--- src/rtl/instr_decode_stage_pkg.sv ---
//==============================================================================
// Package : instr_decode_stage_pkg
// Brief   : Instruction encoding shared by the core and its decode stage.
//           Holds the instruction/op types, the mask/match table, the decoded
//           record and the encode helpers.
// Rev     : 1.0 - initial release
//==============================================================================
`default_nettype none

package instr_decode_stage_pkg;

    localparam int c_XLEN = 32;
    localparam int c_PC_W = 32;

    typedef logic [31:0] instruction_t;

    localparam logic [6:0] c_OPC_LUI    = 7'b0110111;
    localparam logic [6:0] c_OPC_AUIPC  = 7'b0010111;
    localparam logic [6:0] c_OPC_JAL    = 7'b1101111;
    localparam logic [6:0] c_OPC_JALR   = 7'b1100111;
    localparam logic [6:0] c_OPC_BRANCH = 7'b1100011;
    localparam logic [6:0] c_OPC_LOAD   = 7'b0000011;
    localparam logic [6:0] c_OPC_STORE  = 7'b0100011;
    localparam logic [6:0] c_OPC_OP_IMM = 7'b0010011;
    localparam logic [6:0] c_OPC_OP     = 7'b0110011;
    localparam logic [6:0] c_OPC_SYSTEM = 7'b1110011;

    localparam logic [6:0] c_F7_BASE   = 7'h00;
    localparam logic [6:0] c_F7_ALT    = 7'h20;
    localparam logic [6:0] c_F7_MULDIV = 7'h01;

    localparam instruction_t c_MASK_OPC = 32'h0000_007F;
    localparam instruction_t c_MASK_F3  = 32'h0000_707F;
    localparam instruction_t c_MASK_F7  = 32'hFE00_707F;
    localparam instruction_t c_MASK_ALL = 32'hFFFF_FFFF;

    localparam instruction_t HALT = 32'h0010_0073;

    typedef enum logic [5:0] {
        M_LUI, M_AUIPC, M_JAL, M_JALR,
        M_BEQ, M_BNE, M_BLT, M_BGE, M_BLTU, M_BGEU,
        M_LB, M_LH, M_LW, M_LBU, M_LHU,
        M_SB, M_SH, M_SW,
        M_ADDI, M_SLTI, M_SLTIU, M_XORI, M_ORI, M_ANDI, M_SLLI, M_SRLI, M_SRAI,
        M_ADD, M_SUB, M_SLL, M_SLT, M_SLTU, M_XOR, M_SRL, M_SRA, M_OR, M_AND,
        M_MUL, M_MULH, M_MULHSU, M_MULHU, M_DIV, M_DIVU, M_REM, M_REMU,
        M_HALT,
        M_ILLEGAL
    } opcode_mask_t;

    // Unknown major opcodes fall back to FMT_R so their fields are still exposed.
    typedef enum logic [2:0] {FMT_R, FMT_I, FMT_S, FMT_B, FMT_U, FMT_J} instr_fmt_e;

    typedef struct packed {
        opcode_mask_t        op;
        instr_fmt_e          fmt;
        logic [4:0]          rd;
        logic [4:0]          rs1;
        logic [4:0]          rs2;
        logic [c_XLEN-1:0]   imm;
        logic [c_PC_W-1:0]   pc;
        logic                illegal;
        logic                halt;
    } decoded_instr_t;

    typedef struct packed {
        instruction_t mask;
        instruction_t match;
    } op_pattern_t;

    function automatic op_pattern_t pf(input instruction_t mask, input logic [6:0] f7,
                                       input logic [2:0] f3, input logic [6:0] opc);
        op_pattern_t p;
        p.mask  = mask;
        p.match = {f7, 10'b0, f3, 5'b0, opc} & mask;
        return p;
    endfunction

    // M_ILLEGAL gets an unmatchable pattern (mask 0, match 1).
    function automatic op_pattern_t op_pattern(input opcode_mask_t op);
        op_pattern_t p;
        case (op)
            M_LUI:    p = pf(c_MASK_OPC, c_F7_BASE, 3'd0, c_OPC_LUI);
            M_AUIPC:  p = pf(c_MASK_OPC, c_F7_BASE, 3'd0, c_OPC_AUIPC);
            M_JAL:    p = pf(c_MASK_OPC, c_F7_BASE, 3'd0, c_OPC_JAL);
            M_JALR:   p = pf(c_MASK_F3,  c_F7_BASE, 3'd0, c_OPC_JALR);
            M_BEQ:    p = pf(c_MASK_F3,  c_F7_BASE, 3'd0, c_OPC_BRANCH);
            M_BNE:    p = pf(c_MASK_F3,  c_F7_BASE, 3'd1, c_OPC_BRANCH);
            M_BLT:    p = pf(c_MASK_F3,  c_F7_BASE, 3'd4, c_OPC_BRANCH);
            M_BGE:    p = pf(c_MASK_F3,  c_F7_BASE, 3'd5, c_OPC_BRANCH);
            M_BLTU:   p = pf(c_MASK_F3,  c_F7_BASE, 3'd6, c_OPC_BRANCH);
            M_BGEU:   p = pf(c_MASK_F3,  c_F7_BASE, 3'd7, c_OPC_BRANCH);
            M_LB:     p = pf(c_MASK_F3,  c_F7_BASE, 3'd0, c_OPC_LOAD);
            M_LH:     p = pf(c_MASK_F3,  c_F7_BASE, 3'd1, c_OPC_LOAD);
            M_LW:     p = pf(c_MASK_F3,  c_F7_BASE, 3'd2, c_OPC_LOAD);
            M_LBU:    p = pf(c_MASK_F3,  c_F7_BASE, 3'd4, c_OPC_LOAD);
            M_LHU:    p = pf(c_MASK_F3,  c_F7_BASE, 3'd5, c_OPC_LOAD);
            M_SB:     p = pf(c_MASK_F3,  c_F7_BASE, 3'd0, c_OPC_STORE);
            M_SH:     p = pf(c_MASK_F3,  c_F7_BASE, 3'd1, c_OPC_STORE);
            M_SW:     p = pf(c_MASK_F3,  c_F7_BASE, 3'd2, c_OPC_STORE);
            M_ADDI:   p = pf(c_MASK_F3,  c_F7_BASE, 3'd0, c_OPC_OP_IMM);
            M_SLTI:   p = pf(c_MASK_F3,  c_F7_BASE, 3'd2, c_OPC_OP_IMM);
            M_SLTIU:  p = pf(c_MASK_F3,  c_F7_BASE, 3'd3, c_OPC_OP_IMM);
            M_XORI:   p = pf(c_MASK_F3,  c_F7_BASE, 3'd4, c_OPC_OP_IMM);
            M_ORI:    p = pf(c_MASK_F3,  c_F7_BASE, 3'd6, c_OPC_OP_IMM);
            M_ANDI:   p = pf(c_MASK_F3,  c_F7_BASE, 3'd7, c_OPC_OP_IMM);
            M_SLLI:   p = pf(c_MASK_F7,  c_F7_BASE, 3'd1, c_OPC_OP_IMM);
            M_SRLI:   p = pf(c_MASK_F7,  c_F7_BASE, 3'd5, c_OPC_OP_IMM);
            M_SRAI:   p = pf(c_MASK_F7,  c_F7_ALT,  3'd5, c_OPC_OP_IMM);
            M_ADD:    p = pf(c_MASK_F7,  c_F7_BASE, 3'd0, c_OPC_OP);
            M_SUB:    p = pf(c_MASK_F7,  c_F7_ALT,  3'd0, c_OPC_OP);
            M_SLL:    p = pf(c_MASK_F7,  c_F7_BASE, 3'd1, c_OPC_OP);
            M_SLT:    p = pf(c_MASK_F7,  c_F7_BASE, 3'd2, c_OPC_OP);
            M_SLTU:   p = pf(c_MASK_F7,  c_F7_BASE, 3'd3, c_OPC_OP);
            M_XOR:    p = pf(c_MASK_F7,  c_F7_BASE, 3'd4, c_OPC_OP);
            M_SRL:    p = pf(c_MASK_F7,  c_F7_BASE, 3'd5, c_OPC_OP);
            M_SRA:    p = pf(c_MASK_F7,  c_F7_ALT,  3'd5, c_OPC_OP);
            M_OR:     p = pf(c_MASK_F7,  c_F7_BASE, 3'd6, c_OPC_OP);
            M_AND:    p = pf(c_MASK_F7,  c_F7_BASE, 3'd7, c_OPC_OP);
            M_MUL:    p = pf(c_MASK_F7,  c_F7_MULDIV, 3'd0, c_OPC_OP);
            M_MULH:   p = pf(c_MASK_F7,  c_F7_MULDIV, 3'd1, c_OPC_OP);
            M_MULHSU: p = pf(c_MASK_F7,  c_F7_MULDIV, 3'd2, c_OPC_OP);
            M_MULHU:  p = pf(c_MASK_F7,  c_F7_MULDIV, 3'd3, c_OPC_OP);
            M_DIV:    p = pf(c_MASK_F7,  c_F7_MULDIV, 3'd4, c_OPC_OP);
            M_DIVU:   p = pf(c_MASK_F7,  c_F7_MULDIV, 3'd5, c_OPC_OP);
            M_REM:    p = pf(c_MASK_F7,  c_F7_MULDIV, 3'd6, c_OPC_OP);
            M_REMU:   p = pf(c_MASK_F7,  c_F7_MULDIV, 3'd7, c_OPC_OP);
            M_HALT:   begin p.mask = c_MASK_ALL; p.match = HALT; end
            default:  begin p.mask = '0; p.match = 32'h1; end
        endcase
        return p;
    endfunction

    function automatic instruction_t encode_rtype(input opcode_mask_t op, input logic [4:0] rd,
                                                  input logic [4:0] rs1, input logic [4:0] rs2);
        op_pattern_t p;
        p = op_pattern(op);
        return p.match | {7'b0, rs2, rs1, 3'b0, rd, 7'b0};
    endfunction

    function automatic instruction_t encode_itype(input opcode_mask_t op, input logic [4:0] rd,
                                                  input logic [4:0] rs1, input logic [11:0] imm);
        op_pattern_t p;
        p = op_pattern(op);
        return p.match | {imm, rs1, 3'b0, rd, 7'b0};
    endfunction

endpackage

`default_nettype wire

--- src/rtl/instr_decode_stage_comb.sv ---
//==============================================================================
// Module : instr_decode_comb
// Brief  : Pure combinational instruction_t -> decoded_instr_t decoder.
// Config : RV32M_EN enables the multiply/divide group on the OP opcode.
// Rev    : 1.0 - initial release
//==============================================================================
`default_nettype none

module instr_decode_comb
    import instr_decode_stage_pkg::*;
#(
    parameter int XLEN = c_XLEN,
    parameter int PC_W = c_PC_W
) (
    input  logic [31:0]     instr,
    input  logic [PC_W-1:0] pc,
    output decoded_instr_t  dec
);

`ifdef RV32M_EN
    localparam bit c_M_EN = 1'b1;
`else
    localparam bit c_M_EN = 1'b0;
`endif

    instr_fmt_e        w_fmt;
    opcode_mask_t      w_op;
    op_pattern_t       w_pat;
    logic              w_found;
    logic              w_is_m;
    logic [XLEN-1:0]   w_imm;

    always_comb begin
        case (instr[6:0])
            c_OPC_OP:                                               w_fmt = FMT_R;
            c_OPC_OP_IMM, c_OPC_LOAD, c_OPC_JALR, c_OPC_SYSTEM:     w_fmt = FMT_I;
            c_OPC_STORE:                                            w_fmt = FMT_S;
            c_OPC_BRANCH:                                           w_fmt = FMT_B;
            c_OPC_LUI, c_OPC_AUIPC:                                 w_fmt = FMT_U;
            c_OPC_JAL:                                              w_fmt = FMT_J;
            default:                                                w_fmt = FMT_R;
        endcase
    end

    // Priority search of the mask/match table; the earliest entry wins.
    always_comb begin
        w_op    = M_ILLEGAL;
        w_found = 1'b0;
        w_pat   = '0;
        w_is_m  = 1'b0;
        for (int i = 0; i < int'(M_ILLEGAL); i++) begin
            w_pat  = op_pattern(opcode_mask_t'(i[5:0]));
            w_is_m = (i >= int'(M_MUL)) && (i <= int'(M_REMU));
            if (!w_found && (c_M_EN || !w_is_m) && ((instr & w_pat.mask) == w_pat.match)) begin
                w_op    = opcode_mask_t'(i[5:0]);
                w_found = 1'b1;
            end
        end
    end

    always_comb begin
        case (w_fmt)
            FMT_I:   w_imm = XLEN'($signed(instr[31:20]));
            FMT_S:   w_imm = XLEN'($signed({instr[31:25], instr[11:7]}));
            FMT_B:   w_imm = XLEN'($signed({instr[31], instr[7], instr[30:25], instr[11:8], 1'b0}));
            FMT_U:   w_imm = XLEN'($signed({instr[31:12], 12'b0}));
            FMT_J:   w_imm = XLEN'($signed({instr[31], instr[19:12], instr[20], instr[30:21], 1'b0}));
            default: w_imm = '0;
        endcase
    end

    always_comb begin
        dec         = '0;
        dec.op      = w_op;
        dec.fmt     = w_fmt;
        dec.rd      = (w_fmt inside {FMT_R, FMT_I, FMT_U, FMT_J}) ? instr[11:7]  : 5'd0;
        dec.rs1     = (w_fmt inside {FMT_R, FMT_I, FMT_S, FMT_B}) ? instr[19:15] : 5'd0;
        dec.rs2     = (w_fmt inside {FMT_R, FMT_S, FMT_B})        ? instr[24:20] : 5'd0;
        dec.imm     = w_imm;
        dec.pc      = pc;
        dec.illegal = (w_op == M_ILLEGAL);
        dec.halt    = (w_op == M_HALT);
    end

endmodule

`default_nettype wire

--- src/rtl/instr_decode_stage.sv ---
//==============================================================================
// Module : instr_decode_stage
// Brief  : Registered decode stage between fetch and execute with a 2-entry
//          skid buffer and a RUN/HALTED tracker for the HALT instruction.
// Config : RV32M_EN (passed through to instr_decode_comb).
// Rev    : 1.0 - initial release
//==============================================================================
`default_nettype none

module instr_decode_stage
    import instr_decode_stage_pkg::*;
#(
    parameter int XLEN = c_XLEN,
    parameter int PC_W = c_PC_W
) (
    input  logic            clk,
    input  logic            rst_n,
    input  logic            flush,
    input  logic            in_valid,
    output logic            in_ready,
    input  logic [31:0]     in_instr,
    input  logic [PC_W-1:0] in_pc,
    output logic            out_valid,
    input  logic            out_ready,
    output decoded_instr_t  out_dec,
    output logic            halted
);

    localparam logic [0:0] S_RUN    = 1'b0;
    localparam logic [0:0] S_HALTED = 1'b1;

    logic [0:0]     r_state;
    logic [0:0]     w_state_nxt;
    decoded_instr_t w_new;
    decoded_instr_t r_main;
    decoded_instr_t r_skid;
    logic           r_main_valid;
    logic           r_skid_valid;
    logic           r_rdy_en;
    logic           w_run;
    logic           w_accept;
    logic           w_retire;

    instr_decode_comb #(
        .XLEN (XLEN),
        .PC_W (PC_W)
    ) u_decode (
        .instr (in_instr),
        .pc    (in_pc),
        .dec   (w_new)
    );

    assign w_accept = in_valid & in_ready & ~flush;
    assign w_retire = r_main_valid & out_ready;

    always_ff @(posedge clk or negedge rst_n) begin
        if (!rst_n) begin
            r_state <= S_RUN;
        end else begin
            r_state <= w_state_nxt;
        end
    end

    always_comb begin
        w_state_nxt = r_state;
        case (r_state)
            S_RUN:    if (w_accept && w_new.halt) w_state_nxt = S_HALTED;
            S_HALTED: if (flush)                  w_state_nxt = S_RUN;
            default:                              w_state_nxt = S_RUN;
        endcase
    end

    // in_ready depends only on registers, so out_ready never reaches it combinationally.
    always_comb begin
        w_run    = (r_state == S_RUN);
        halted   = (r_state == S_HALTED);
        in_ready = r_rdy_en & ~r_skid_valid & w_run;
    end

    always_ff @(posedge clk or negedge rst_n) begin
        if (!rst_n) begin
            r_rdy_en <= 1'b0;
        end else begin
            r_rdy_en <= 1'b1;
        end
    end

    // Skid only fills when main is held; it always drains into main first to keep order.
    always_ff @(posedge clk or negedge rst_n) begin
        if (!rst_n) begin
            r_main       <= '0;
            r_skid       <= '0;
            r_main_valid <= 1'b0;
            r_skid_valid <= 1'b0;
        end else if (flush) begin
            r_main_valid <= 1'b0;
            r_skid_valid <= 1'b0;
        end else if (!r_main_valid || w_retire) begin
            if (r_skid_valid) begin
                r_main       <= r_skid;
                r_main_valid <= 1'b1;
                r_skid_valid <= 1'b0;
            end else begin
                r_main_valid <= w_accept;
                if (w_accept) begin
                    r_main <= w_new;
                end
            end
        end else if (w_accept) begin
            r_skid       <= w_new;
            r_skid_valid <= 1'b1;
        end
    end

    assign out_valid = r_main_valid;
    assign out_dec   = r_main;

endmodule

`default_nettype wire

--- config.mk ---
export PLATFORM = sky130hd
export DESIGN_NAME = instr_decode_stage
export DESIGN_NICKNAME = d
export VERILOG_FILES = /design/src/rtl/instr_decode_stage_pkg.sv /design/src/rtl/instr_decode_stage_comb.sv /design/src/rtl/instr_decode_stage.sv
export SDC_FILE = /design/constraint.sdc
export NUM_CORES = 1
export LEC_CHECK = 0
export BUFFER_PORTS_ARGS = -buffer_cell sky130_fd_sc_hd__buf_2
export CAP_MARGIN = 30
export CORE_MARGIN = 5
export CORE_UTILIZATION = 38
export CTS_BUF_LIST = sky130_fd_sc_hd__clkbuf_8 sky130_fd_sc_hd__clkbuf_16
export DETAILED_ROUTE_END_ITERATION = 10
export GPL_ROUTABILITY_DRIVEN = 0
export SYNTH_ARGS = -nofsm -noshare
export SYNTH_HDL_FRONTEND = slang
export SYNTH_SLANG_ARGS = --single-unit
--- constraint.sdc ---
create_clock -name clk -period 1.7 [get_ports clk]
set_clock_uncertainty 0.05 [all_clocks]
set_input_delay 0.51 -clock clk [delete_from_list [all_inputs] [get_ports clk]]
set_output_delay 0.51 -clock clk [all_outputs]
set_load 0.05 [all_outputs]
* Word level (Yosys, flattened, before mapping)
Cells that the tools add are included.
Widths: inputs -> output; s select.
** Storage, ports and cells
- Flip-flop bits (word level) :: 184
- Bits of input ports :: 69
- Output and inout bits :: 93
- Word-level logic and storage cells :: 261
** Operators by class
- Eq/ne operators :: 51
- Muxes and demuxes :: 91
- Bitwise gates (word level) :: 9
- Reductions and logical operators :: 88
** Operators with widths (count)
- $mux 6 :: 38
- $mux 90 :: 2
- $pmux 32 s5 :: 1
- $eq 10x10->1 const B :: 9
- $eq 17x10->1 const B :: 5
- $eq 17x16->1 const B :: 3
- $mux 1 :: 45
- $eq 10x9->1 const B :: 4
- $logic_and 1x1->1 :: 38
- $logic_not 1->1 :: 38
- $eq 17x8->1 const B :: 2
- $eq 17x9->1 const B :: 2
- $eq 32x21->1 const B :: 1
- $eq 10x8->1 const B :: 3
- $eq 7x7->1 const B :: 4
- $eq 10x7->1 const B :: 2
- $eq 17x6->1 const B :: 1
- $mux 5 :: 3
- $pmux 3 s5 :: 1
- $eq 7x5->1 const B :: 2
- $eq 7x6->1 const B :: 2
- $eq 6x6->1 const B :: 2
- $eq 10x2->1 const B :: 1
- $eq 10x5->1 const B :: 1
- 16 further kinds :: 29

* Longest topological paths before layout
- Depth after elaboration :: 117
- Depth in mapped cells :: 9
- Gate-level depth less buffers :: 6

* Hierarchy
From an unflattened synthesis, not the netlist that was laid out.
** Unflattened totals
- Cells, all modules :: 745
- Area total of the unflattened synthesis :: 10024.6 µm²
** Modules (own cells, without submodules)
- instr_decode_stage :: times used 1, cells an instance 497, area an instance 8414.3 µm², sequential area each 4604.4 µm²
- instr_decode_comb :: times used 1, cells an instance 248, area an instance 1610.3 µm², sequential area each 0.0 µm²

* Least setup slack after synthesis
Ideal clock, no wire load.
- Path type :: reg-to-reg
- Start :: reg r_state, in the netlist halted
- End :: reg r_skid[0] (netlist bit)
- Setup time :: 0.134 ns
- Arrival :: 2.068 ns
- Data required time :: 1.516 ns
- Path slack :: -0.551 ns
- Stages on the path, launching flop included :: 8
- Path buffers :: 2
- Clock period less this slack :: 2.251 ns
- Path through :: dfrtp_1 -> inv_1 -> and3_1 -> and2_1 -> nand2_1 -> buf_2 -> buf_1 -> o21ai_0
** Between the ends
- Longest elaborated chain between the ends :: 5
** Ends and longest elaborated chain
- start, declared :: line instr_decode_stage.sv:32 : logic [0:0] r_state;
- start signal, assigned :: line instr_decode_stage.sv:60 : r_state <= w_state_nxt;
- $not 1->1
- $and 1x1->1 :: line instr_decode_stage.sv:77 : in_ready = r_rdy_en & ~r_skid_valid & w_run;
- net in_ready :: line instr_decode_stage.sv:20 : output logic in_ready,
- $and 1x1->1 (2 in series) :: line instr_decode_stage.sv:53 : assign w_accept = in_valid & in_ready & ~flush;
- $reduce_and 3->1 (no source line)
- end signal, assigned :: line instr_decode_stage.sv:110 : r_skid <= w_new;
- end, declared :: line instr_decode_stage.sv:36 : decoded_instr_t r_skid;
The timed path passes the listed nets, and every way through them passes these cells.
A chain may end at the register's enable or synchronous reset.

* Worst setup path in the final report
- Start :: reg r_skid_valid
- End :: out in_ready
** Between the ends
- Longest elaborated chain between the ends :: 3
** Ends and longest elaborated chain
- start, declared :: line instr_decode_stage.sv:38 : logic r_skid_valid;
- start signal, assigned :: line instr_decode_stage.sv:94 : r_skid_valid <= 1'b0;
- start signal, assigned :: line instr_decode_stage.sv:97 : r_skid_valid <= 1'b0;
- start signal, assigned :: line instr_decode_stage.sv:102 : r_skid_valid <= 1'b0;
- $not 1->1 :: line instr_decode_stage.sv:77
- $and 1x1->1 (2 in series) :: line instr_decode_stage.sv:77
- end, declared :: line instr_decode_stage.sv:20
No other way between the ends.

==> results.sh <==
export IMPL_r2r_end="out_dec[41]"
export IMPL_violations="setup timing"
export IMPL_fin_cells=1629
export IMPL_synth_top_area_cell="dfrtp_1"
export IMPL_synth_main_ff_cell="dfrtp_1"
export IMPL_cts_inserted_buffers=17
export IMPL_critPathMaxFanout=2
export IMPL_synthCells=1008
export IMPL_ys_warnings_count=0
export IMPL_clk_latency_ns=0.43
export IMPL_cp_num_buf_inv=3
export IMPL_synth_seq_cells=184
export IMPL_drt_iter0_drc=698
export IMPL_async_flop_share_pct=100
export IMPL_viasPerCell=5.27
export IMPL_grt_overflow=0
export IMPL_min_path_type="primary input to flop"
export IMPL_core_area_um2=23300
export IMPL_gr_usage_all_layers_pct=20.4
export IMPL_wire_per_inst_um=18.5
export IMPL_layout_drive_gt1_share_pct=41.0
export IMPL_finalHoldViolCount=0
export IMPL_cp_required_ns=1.14
export IMPL_drc=0
export IMPL_worst_slew_pin_slew_ns=0.573
export IMPL_whs_endpoint="r_skid[13]"
export IMPL_antenna_cells=0
export IMPL_setup_viol=93
export IMPL_crit_slowest_cell="dfrtp_4"
export IMPL_synth_cell_type_count=67
export IMPL_yosysMostFrequentCell="nand2_1"
export IMPL_hp_start="in_pc[11]"
export IMPL_drv_slew=0
export IMPL_nFillCells=2043
export IMPL_grt_max_degree=74
export IMPL_routed_wl_um=30200
export IMPL_yosys_top_cells_area="dfrtp_1, nand2_1, o21ai_0"
export IMPL_cts_sinks=184
export IMPL_avgSynthCellArea_um2=8.90
export IMPL_synthTopCellsByCount="nand2_1, dfrtp_1, o21ai_0"
export IMPL_slew_headroom_pct=61.8
export IMPL_placedInstanceArea_um2=11400
export IMPL_fin_crit_sh_pct=115
export IMPL_crit_type="flop to output port"
export IMPL_synth_edf_count=0
export IMPL_io_pins=162
export IMPL_crit_path_max_incr_delay_ns=0.49
export IMPL_cp_start_kind="flop"
export IMPL_syn_num_nets=1077
export IMPL_design_area_um2=13300
export IMPL_fin_crit_ns=1.95
export IMPL_vdd_drop_max_mv=0.459
export IMPL_min_delay_path_depth=3
export IMPL_rsz0062_at_grt="true"
export IMPL_fmax_mhz=513
export IMPL_dp_cells=1551
export IMPL_finalNetCount=1366
export IMPL_die_y_um=164
export IMPL_cts_root_buf="clkbuf_16"
export IMPL_cp_top_family="flip-flops"
export IMPL_crit_chain="inv_2 > and3_4 > buf_6 > buf_12"
export IMPL_yosysSeqAreaShare_pct=51.3
export IMPL_dp_hpwl_um=19900
export IMPL_clock_path_buffers=2
export IMPL_via_count=8588
export IMPL_grt_pass1_vias=7889
export IMPL_path_clk_slew_ns=0.08
export IMPL_grt_pass1_wl_um=43200
export IMPL_synth_area_um2=8970
export IMPL_die_w_um=164
export IMPL_die_area_um2=26800
export IMPL_io_buffers=161
export IMPL_worstReg2RegStart="r_skid_valid"
export IMPL_leakage_uw=0.00609
export IMPL_cap_viol_max_count=0
export IMPL_rows=56
export IMPL_yosysTopAreaCellShare_pct=51.3
export IMPL_outcome="finished with violations"
export IMPL_antenna_found_initial=0
export IMPL_p_per_area_nw_per_um2=923
export IMPL_rrSetupSlack_ns=-0.20
export IMPL_arrival_ns=1.39
export IMPL_ant_nets=0
export IMPL_cts_htree_levels=4
export IMPL_drtPass1Iterations=7
export IMPL_finalWorstSetupSlack_ns=-0.248
export IMPL_crit_start="r_skid_valid"
export IMPL_cp_end_kind="output port"
export IMPL_start_util_pct=38.5
export IMPL_area_delta_synth_final_pct=48.0
export IMPL_r2r_cells=9
export IMPL_cts_tree="done"
==> how the worst max path moves through the flow <==
stage / end / slack [ns] / cells after the start
floorplan: out_dec[1] / -0.24 / 6
global placement: out_dec[84] / -0.51 / 7
detailed placement: r_skid[85] / -0.54 / 7
CTS: in_ready / -0.25 / 4
global route: in_ready / -0.29 / 4
finish: in_ready / -0.25 / 4
==> through the flow <==
stage / hold slack, ns / setup WS, ns / setup TNS, ns / total power, µW / util (%)
3_5_place_dp: 0.405 / -0.543 / -54.56 / 8210 / 48.8
2_1_floorplan: 0.164 / -0.242 / -13.26 / 7180 / -
3_3_place_gp: 0.402 / -0.515 / -52.39 / 8150 / 48.8
6_report: 0.227 / -0.248 / -8.66 / 12300 / 56.9
4_1_cts: 0.212 / -0.248 / -0.983 / 12100 / 52.3
5_1_grt: 0.220 / -0.286 / -13.30 / 12800 / 56.9
==> cells in the final DEF, fill, tap and decap left out, types with 5 or more instances in the layout <==
cell type,Yosys,routed
clkbuf_4,0,7
nor4_1,11,8
clkbuf_16,0,29
a21oi_1,50,35
nand2_1,275,248
o21ai_1,35,64
buf_8,0,10
o21ai_0,99,33
inv_1,7,5
inv_6,0,5
and3_4,0,5
o21a_1,18,18
nor2_1,46,41
a21oi_2,1,15
a221oi_1,9,5
o21ai_2,2,36
nand3_1,20,18
buf_6,3,22
dfrtp_1,184,180
buf_2,18,137
a211oi_2,0,11
xnor2_1,5,5
buf_4,5,132
o211ai_1,25,25
nand2_2,0,25
buf_12,0,26
mux2i_1,32,32
nand4_1,6,6
==> routing by layer <==
metal  GRT usage [%]  vias to the layer above  part of all wire (%)
li1                -                     4109                     -
met1            29.7                     4200                    46
met2            32.4                      248                    48
met3            3.08                       31                   5.2
met4            4.16                        0                   1.5
met5               0                        -                     0
==> cell type report <==
cell class / count / area, µm² / share of cell area (%)
Clock buffer: 17 / 425 / 3.20
Timing Repair Buffer: 350 / 3030 / 22.8
Clock inverter: 15 / 130 / 0.980
Inverter: 7 / 26.3 / 0.198
Tap cell: 319 / 399 / 3.01
Sequential cell: 184 / 4610 / 34.7
Multi-Input combinational cell: 737 / 4660 / 35.1
==> flip-flops by register name (all words and copies together), names as in the netlist <==
| name | flops |
|---|---|
| r_rdy_en | 1 |
| r_skid | 90 |
| halted | 1 |
| out_valid | 1 |
| r_skid_valid | 1 |
| out_dec | 90 |
==> worst reg2reg max path: stages, from the launching register on <==
cell and delay (ns):
dfrtp_4 0.49, buf_4 0.14, buf_6 0.11, a31oi_4 0.21, nor3_4 0.08, buf_12 0.14, buf_12 0.14, buf_12 0.14
buf_6 0.12, o21a_1 0.17
==> power by group <==
group / switching, µW / total, µW / leakage [µW] / internal (µW)
combinational: 2100 / 3140 / 0.00344 / 1040
sequential: 347 / 5300 / 0.00238 / 4960
clock: 1880 / 3820 / 0.000274 / 1930
total: 4330 / 12300 / 0.00609 / 7930
==> cell families after synthesis <==
| family | Yosys count | synth area share [%] |
|---|---|---|
| muxes | 32 | 3.57 |
| xor gates and xnor gates | 6 | 0.586 |
| and+or+nand+nor | 419 | 21.4 |
| other | 1 | 0.0418 |
| buffers and inverters | 87 | 4.36 |
| DFF | 184 | 51.3 |
| AOI/OAI and AO/OA | 279 | 18.7 |
==> repair_timing <==
action | CTS | global route
endpoints found under the setup margin | 88 | 132
resized for setup | 37 | 178
cloned | 1 | 17
buffers inserted | 13 | 16
endpoints found under the hold margin | 29 | 0
pin swaps | 14 | 39
hold buffers | 1 | 0
(Power assumes the default switching activity.)
